==> src/rtl/noc_router_rr.sv <==
// noc_router_rr: five-port XY mesh router with per-input FIFOs, per-output
// round-robin arbitration, credit flow control and registered outputs.

module noc_rr_fifo #(
  parameter int W     = 32,
  parameter int DEPTH = 4
) (
  input  logic         clk,
  input  logic         rst,
  input  logic         push,
  input  logic         pop,
  input  logic [W-1:0] din,
  output logic [W-1:0] head,
  output logic         empty,
  output logic         ovf
);
  localparam int AW = $clog2(DEPTH);
  localparam logic [AW:0] FULL_CNT = (AW+1)'(DEPTH);

  logic [DEPTH-1:0][W-1:0] mem;
  logic [AW-1:0]           rd_ptr, wr_ptr;
  logic [AW:0]             cnt;
  logic                    full, do_push, do_pop;

  assign empty   = (cnt == '0);
  assign full    = (cnt == FULL_CNT);
  assign do_pop  = pop && !empty;
  // a pop in the same cycle frees the slot, so a push into a full FIFO still lands
  assign do_push = push && (!full || do_pop);
  assign head    = mem[rd_ptr];

  always_ff @(posedge clk) begin
    if (rst) begin
      rd_ptr <= '0;
      wr_ptr <= '0;
      cnt    <= '0;
      ovf    <= 1'b0;
    end else begin
      if (do_push) wr_ptr <= wr_ptr + 1'b1;
      if (do_pop)  rd_ptr <= rd_ptr + 1'b1;
      case ({do_push, do_pop})
        2'b10:   cnt <= cnt + 1'b1;
        2'b01:   cnt <= cnt - 1'b1;
        default: cnt <= cnt;
      endcase
      if (push && !do_push) ovf <= 1'b1;
    end
  end

  always_ff @(posedge clk) begin
    if (do_push && !rst) mem[wr_ptr] <= din;
  end
endmodule

module noc_rr_arb #(
  parameter int N = 5
) (
  input  logic         clk,
  input  logic         rst,
  input  logic         en,
  input  logic [N-1:0] req,
  output logic [N-1:0] gnt
);
  localparam int PW = $clog2(N);

  logic [PW-1:0] ptr, win;
  logic          found;

  function automatic int wrap(input int v);
    return (v >= N) ? v - N : v;
  endfunction

  // first requester at or after ptr, scanning modulo N
  always_comb begin
    gnt   = '0;
    win   = '0;
    found = 1'b0;
    for (int k = 0; k < N; k++) begin
      if (en && !found && req[wrap(int'(ptr) + k)]) begin
        gnt[wrap(int'(ptr) + k)] = 1'b1;
        win   = PW'(wrap(int'(ptr) + k));
        found = 1'b1;
      end
    end
  end

  always_ff @(posedge clk) begin
    if (rst)        ptr <= '0;
    else if (found) ptr <= (win == PW'(N-1)) ? '0 : win + 1'b1;
  end
endmodule

module noc_router_rr #(
  parameter int FLIT_W  = 32,
  parameter int COORD_W = 4,
  parameter int DEPTH   = 4,
  parameter int CREDITS = 4
) (
  input  logic                  clk,
  input  logic                  rst,
  input  logic [COORD_W-1:0]    my_x_i,
  input  logic [COORD_W-1:0]    my_y_i,
  input  logic [4:0]            in_valid_i,
  input  logic [4:0][FLIT_W-1:0] in_data_i,
  input  logic [4:0]            credit_i,
  output logic [4:0]            out_valid_o,
  output logic [4:0][FLIT_W-1:0] out_data_o,
  output logic [4:0]            credit_o,
  output logic [4:0]            ovf_o
);
  localparam int NP  = 5;
  localparam int P_N = 0;
  localparam int P_S = 1;
  localparam int P_E = 2;
  localparam int P_W = 3;
  localparam int P_L = 4;
  localparam int CW  = $clog2(CREDITS + 1);
  localparam logic [CW-1:0] CMAX = CW'(CREDITS);

  logic [NP-1:0][FLIT_W-1:0]  head, win_data;
  logic [NP-1:0][COORD_W-1:0] dx, dy;
  logic [NP-1:0]              empty, pop, any_gnt;
  logic [NP-1:0][NP-1:0]      rreq, gnt;   // [output][input]
  logic [NP-1:0][CW-1:0]      crd;

  for (genvar i = 0; i < NP; i++) begin : g_in
    noc_rr_fifo #(.W(FLIT_W), .DEPTH(DEPTH)) u_fifo (
      .clk   (clk),
      .rst   (rst),
      .push  (in_valid_i[i]),
      .pop   (pop[i]),
      .din   (in_data_i[i]),
      .head  (head[i]),
      .empty (empty[i]),
      .ovf   (ovf_o[i])
    );
    assign dx[i] = head[i][FLIT_W-1 -: COORD_W];
    assign dy[i] = head[i][FLIT_W-COORD_W-1 -: COORD_W];
  end

  // dimension-ordered XY: resolve x first, then y, else deliver locally
  always_comb begin
    rreq = '0;
    for (int i = 0; i < NP; i++) begin
      if (!empty[i]) begin
        if (dx[i] > my_x_i)      rreq[P_E][i] = 1'b1;
        else if (dx[i] < my_x_i) rreq[P_W][i] = 1'b1;
        else if (dy[i] > my_y_i) rreq[P_N][i] = 1'b1;
        else if (dy[i] < my_y_i) rreq[P_S][i] = 1'b1;
        else                     rreq[P_L][i] = 1'b1;
      end
    end
  end

  for (genvar o = 0; o < NP; o++) begin : g_out
    noc_rr_arb #(.N(NP)) u_arb (
      .clk (clk),
      .rst (rst),
      .en  (crd[o] != '0),
      .req (rreq[o]),
      .gnt (gnt[o])
    );
    assign any_gnt[o] = |gnt[o];
  end

  // each input has one head, so at most one output can grant it
  always_comb begin
    pop      = '0;
    win_data = '0;
    for (int o = 0; o < NP; o++) begin
      for (int i = 0; i < NP; i++) begin
        if (gnt[o][i]) begin
          pop[i]      = 1'b1;
          win_data[o] = head[i];
        end
      end
    end
  end

  always_ff @(posedge clk) begin
    if (rst) begin
      out_valid_o <= '0;
      out_data_o  <= '0;
      credit_o    <= '0;
    end else begin
      credit_o    <= pop;
      out_valid_o <= any_gnt;
      for (int o = 0; o < NP; o++) begin
        if (any_gnt[o]) out_data_o[o] <= win_data[o];
      end
    end
  end

  always_ff @(posedge clk) begin
    if (rst) begin
      for (int o = 0; o < NP; o++) crd[o] <= CMAX;
    end else begin
      for (int o = 0; o < NP; o++) begin
        if (credit_i[o] && !any_gnt[o]) begin
          if (crd[o] != CMAX) crd[o] <= crd[o] + 1'b1;
        end else if (!credit_i[o] && any_gnt[o]) begin
          crd[o] <= crd[o] - 1'b1;
        end
      end
    end
  end
endmodule

==> config.mk <==
export PLATFORM = sky130hd
export DESIGN_NAME = noc_router_rr
export DESIGN_NICKNAME = d
export VERILOG_FILES = /design/src/rtl/noc_router_rr.sv
export SDC_FILE = /design/constraint.sdc
export NUM_CORES = 1
export LEC_CHECK = 0
export ABC_AREA = 1
export CAP_MARGIN = 20
export CORE_MARGIN = 4
export CORE_UTILIZATION = 50
export CTS_CLUSTER_SIZE = 40
export DETAILED_ROUTE_END_ITERATION = 6
export GPL_TIMING_DRIVEN = 0
export HOLD_SLACK_MARGIN = 0.05
export PLACE_DENSITY_LB_ADDON = 0.05
export SLEW_MARGIN = 20
export SYNTH_ARGS = -nofsm -noshare
export SYNTH_HDL_FRONTEND = slang
export SYNTH_SLANG_ARGS = --single-unit
export TNS_END_PERCENT = 10
==> constraint.sdc <==
create_clock -name clk -period 8 [get_ports clk]
set_input_delay 2 -clock clk [delete_from_list [all_inputs] [get_ports clk]]
set_output_delay 2 -clock clk [all_outputs]
set_load 0.05 [all_outputs]
==> out/summary.log <==
[place] HPWL after detailed placement 144000 um
[critical_path] cell seen most often among critical-path stages sky130_fd_sc_hd__nand2_1
[drt] DRT iter0 DRCs 5374
[logic_synthesis] most common cell in the synthesized netlist sky130_fd_sc_hd__nand2_1
[critical_path] Worst path slowest cell sky130_fd_sc_hd__a32oi_1
[drt] number of nets with antenna violations after routing 0
[job] MaxCap Viol Count 0
[timing] final period utilization 0.962
[logic_synthesis] top cells by area, synth sky130_fd_sc_hd__edfxtp_1 40%, sky130_fd_sc_hd__dfxtp_1 10%, sky130_fd_sc_hd__nand2_1 10%
[timing] setup repair after global routing missed its margin false
[clock_network] CTS tree yes
[critical_path] RR Endpoint g_in[3].u_fifo.mem[52]$_DFFE_PP_
[logic_synthesis] leading post-synthesis cells by instance count 1278 x sky130_fd_sc_hd__nand2_1, 651 x sky130_fd_sc_hd__nor2_1, 640 x sky130_fd_sc_hd__edfxtp_1
[worst_hold_path] Worst Hold Path Cells 2
[final_layout] Post-Layout Cell Count 7449
[logic_synthesis] Gate Count Post-Synth 5619
[drt] via density per instance 5.93
[timing] slew at the pin closest to its max-slew limit 1350 ps
[floorplanning] area enclosed by the die boundary 0.101 mm2
[drt] remaining routing DRC violations 0
[global_route] global-route wire length before repair 265000 um
[timing] final number of max-transition violations 0
[global_route] largest net degree at the start of global routing 24
[critical_path] gate family responsible for the most delay along the worst path simple AND/OR/NAND/NOR gates
[timing] clock skew after layout 37.0 ps
[drt] Avg WL per Cell 25.1 um
[final_layout] area growth from synthesis to final layout 19.3%
[logic_synthesis] Post-Synthesis Mean Instance Area 8.50 um2
[floorplanning] Die Ht 317 um
[global_route] number of antenna violations at the first check in global routing 8
[floorplanning] number of placed I/O pins 355
[floorplanning] horizontal die dimension 317 um
[clock_network] root buffer cell sky130_fd_sc_hd__clkbuf_16
[outcome] result of the run completed
[drt] 1st-pass router iterations 7
[logic_synthesis] proportion of synthesized flip-flops having asynchronous set or reset 0
[critical_path] length in cells of the worst reg-to-reg path 28
[critical_path] element type at the critical path end flop
[clock_network] clock sink count 880
[timing] highest attainable clock frequency 0.130 GHz
[timing] final hold vios 0
[timing] slew margin rel. 0.0975
[worst_hold_path] hold endpoint g_in[3].u_fifo.ovf$_SDFFE_PP0P_
[clock_network] H-tree levels 3
[clock_network] clock tree buffer depth 3
[critical_path] CP Buf/Inv Count 6
[logic_synthesis] post-synthesis sequential area ratio 0.503
[worst_hold_path] worst min path class reg -> reg
[clock_network] clock insertion delay at the later pin of the skew report 680 ps
[drt] total via count in the routed design 44.2k
[final_layout] net count of the finished layout 6483
[logic_synthesis] Net Count, Synth 5995
[critical_path] delay of the slowest cell on the worst path 800 ps
[worst_hold_path] origin of the worst min-delay path g_in[3].u_fifo.ovf$_SDFFE_PP0P_
[global_route] number of global-route vias before repair 40.1k
[logic_synthesis] Ys Warns 0
[critical_path] CP startpoint kind flop
[logic_synthesis] largest area contributor in the netlist sky130_fd_sc_hd__edfxtp_1
[logic_synthesis] Yosys top cell area share 0.402
[critical_path] Worst EP arrival 8050 ps
[critical_path] kind of critical path reg -> reg
[critical_path] reg-to-reg slack, setup 310 ps
[timing] final critical-path required period 7690 ps
[clock_network] number of buffers created by CTS 89
[floorplanning] standard cell core area 0.0949 mm2
[place] count of input and output buffers 354
[logic_synthesis] top_reg_cell synth sky130_fd_sc_hd__edfxtp_1
[floorplanning] initial standard-cell utilization of the core 0.504
[global_route] Overflow after GRT 0
[final_layout] share of layout cells above drive strength 1 0.0891
[clock_network] Post-CTS Hold Fix Bufs 0
[critical_path] launching point of the worst reg2reg path g_in[1].u_fifo.rd_ptr[0]$_SDFFE_PP0P_
[critical_path] critical-path maximum fanout 17
[drt] DRT Wirelength 187000 um
[clock_network] clock-pin slew on the worst setup and hold paths 60 ps
[critical_path] data required time of the worst path 8350 ps
[logic_synthesis] Cell Area, Synth 0.0478 mm2
[place] Inst Count DP 7272
[place] RD Place Congestion 1.01
[logic_synthesis] post-synthesis register bit count 880
[logic_synthesis] Post-synth EDFFs 640
[logic_synthesis] Synth cell types 69
[floorplanning] FP Rows 113
[timing] final setup violating endpoints 0
[global_route] total track usage 0.360
==> registers in the layout, indices dropped and copies added, names as in the netlist <==
name and flops:
g_in.u_fifo.mem 640, out_data_o 160, crd 15, g_in.u_fifo.cnt 15
g_out.u_arb.ptr 15, g_in.u_fifo.rd_ptr 10, g_in.u_fifo.wr_ptr 10, credit_o 5
g_in.u_fifo.ovf 5, out_valid_o 5
==> what timing repair did <==
item | in CTS | in global routing
resized for setup | 0 | 4
endpoints found under the setup margin | 0 | 154
buffers inserted | 0 | 7
==> cell families after synthesis <==
| kind of cell | after synthesis | synth area share |
|---|---|---|
| xor gates and xnor gates | 23 | 0.00610 |
| DFF | 880 | 0.503 |
| buffers and inverters | 713 | 0.0609 |
| and+or+nand+nor | 2532 | 0.226 |
| adders and majority gates | 196 | 0.0537 |
| AOI/OAI and AO/OA | 1275 | 0.150 |
==> per-layer routing <==
metal / wire length, um / share of wire / GRT usage / vias up
met3: 19200 / 0.10 / 0.0726 / 563
met2: 82800 / 0.44 / 0.555 / 2499
li1: - / - / - / 20200
met5: 27 / 0.00014 / 0 / -
met4: 11600 / 0.062 / 0.196 / 4
met1: 73300 / 0.39 / 0.480 / 20900
==> cell type report <==
cell class / instances / area [um2]
multi-input combinational: 4026 / 21200
buffer: 245 / 1160
inverter: 468 / 1760
timing repair buffer: 397 / 4260
antenna: 1 / 2.50
clock inverter: 51 / 592
tap: 1265 / 1580
fill: 8378 / 37900
clock buffer: 116 / 2420
sequential: 880 / 24000
==> stage by stage <==
step	TNS [ps]	instance area (um2)	hold slack, ps	setup WS (ps)	util
after detailed placement	-2020	53900	442	-75.9	0.568
after floorplan	0	47800	430	1670	-
final	0	57000	454	306	0.601
after global placement	-880560	52900	441	-1710	0.558
after global routing	0	57000	472	42.9	0.601
after CTS	0	56900	454	294	0.600
==> worst max path at each step <==
stage                                                     start                                to  slack (ps)  depth (start not counted)
after floorplan                                       my_x_i[1]   g_in[0].u_fifo.mem[0]$_DFFE_PP_        1670                         26
after global placement                                my_x_i[1]  g_in[3].u_fifo.mem[16]$_DFFE_PP_       -1710                         23
after detailed placement                              my_x_i[3]  g_in[3].u_fifo.mem[15]$_DFFE_PP_         -80                         24
after CTS                 g_in[2].u_fifo.rd_ptr[1]$_SDFFE_PP0P_  g_in[3].u_fifo.mem[20]$_DFFE_PP_         290                         25
after global routing      g_in[1].u_fifo.rd_ptr[0]$_SDFFE_PP0P_  g_in[3].u_fifo.mem[52]$_DFFE_PP_          40                         28
final                     g_in[1].u_fifo.rd_ptr[0]$_SDFFE_PP0P_  g_in[3].u_fifo.mem[52]$_DFFE_PP_         310                         28
==> tightest hold or removal path: stages, from the launching register on <==
cell	delay (ps)
sky130_fd_sc_hd__dfxtp_1	310
sky130_fd_sc_hd__inv_1	50
sky130_fd_sc_hd__a21oi_1	50
==> cells in the final DEF, fill, tap and decap left out, types with 39 or more instances in the layout <==
cell type,n
sky130_fd_sc_hd__clkbuf_16,90
sky130_fd_sc_hd__nand2_1,1278
sky130_fd_sc_hd__ha_1,181
sky130_fd_sc_hd__o21ai_0,491
sky130_fd_sc_hd__nor2_1,631
sky130_fd_sc_hd__clkbuf_1,169
sky130_fd_sc_hd__buf_4,39
sky130_fd_sc_hd__a31oi_1,88
sky130_fd_sc_hd__o21ai_1,50
sky130_fd_sc_hd__a32oi_1,41
sky130_fd_sc_hd__inv_1,436
sky130_fd_sc_hd__edfxtp_1,640
sky130_fd_sc_hd__o22ai_1,96
sky130_fd_sc_hd__nand4_1,63
sky130_fd_sc_hd__clkdlybuf4s50_1,354
sky130_fd_sc_hd__dfxtp_1,240
sky130_fd_sc_hd__buf_2,42
sky130_fd_sc_hd__a21oi_1,368
sky130_fd_sc_hd__or2_2,93
sky130_fd_sc_hd__nand3_1,292
Power is left out: the tool's default activity adds up to more than one toggle a clock period on the data nets, which glitch-free logic cannot reach.
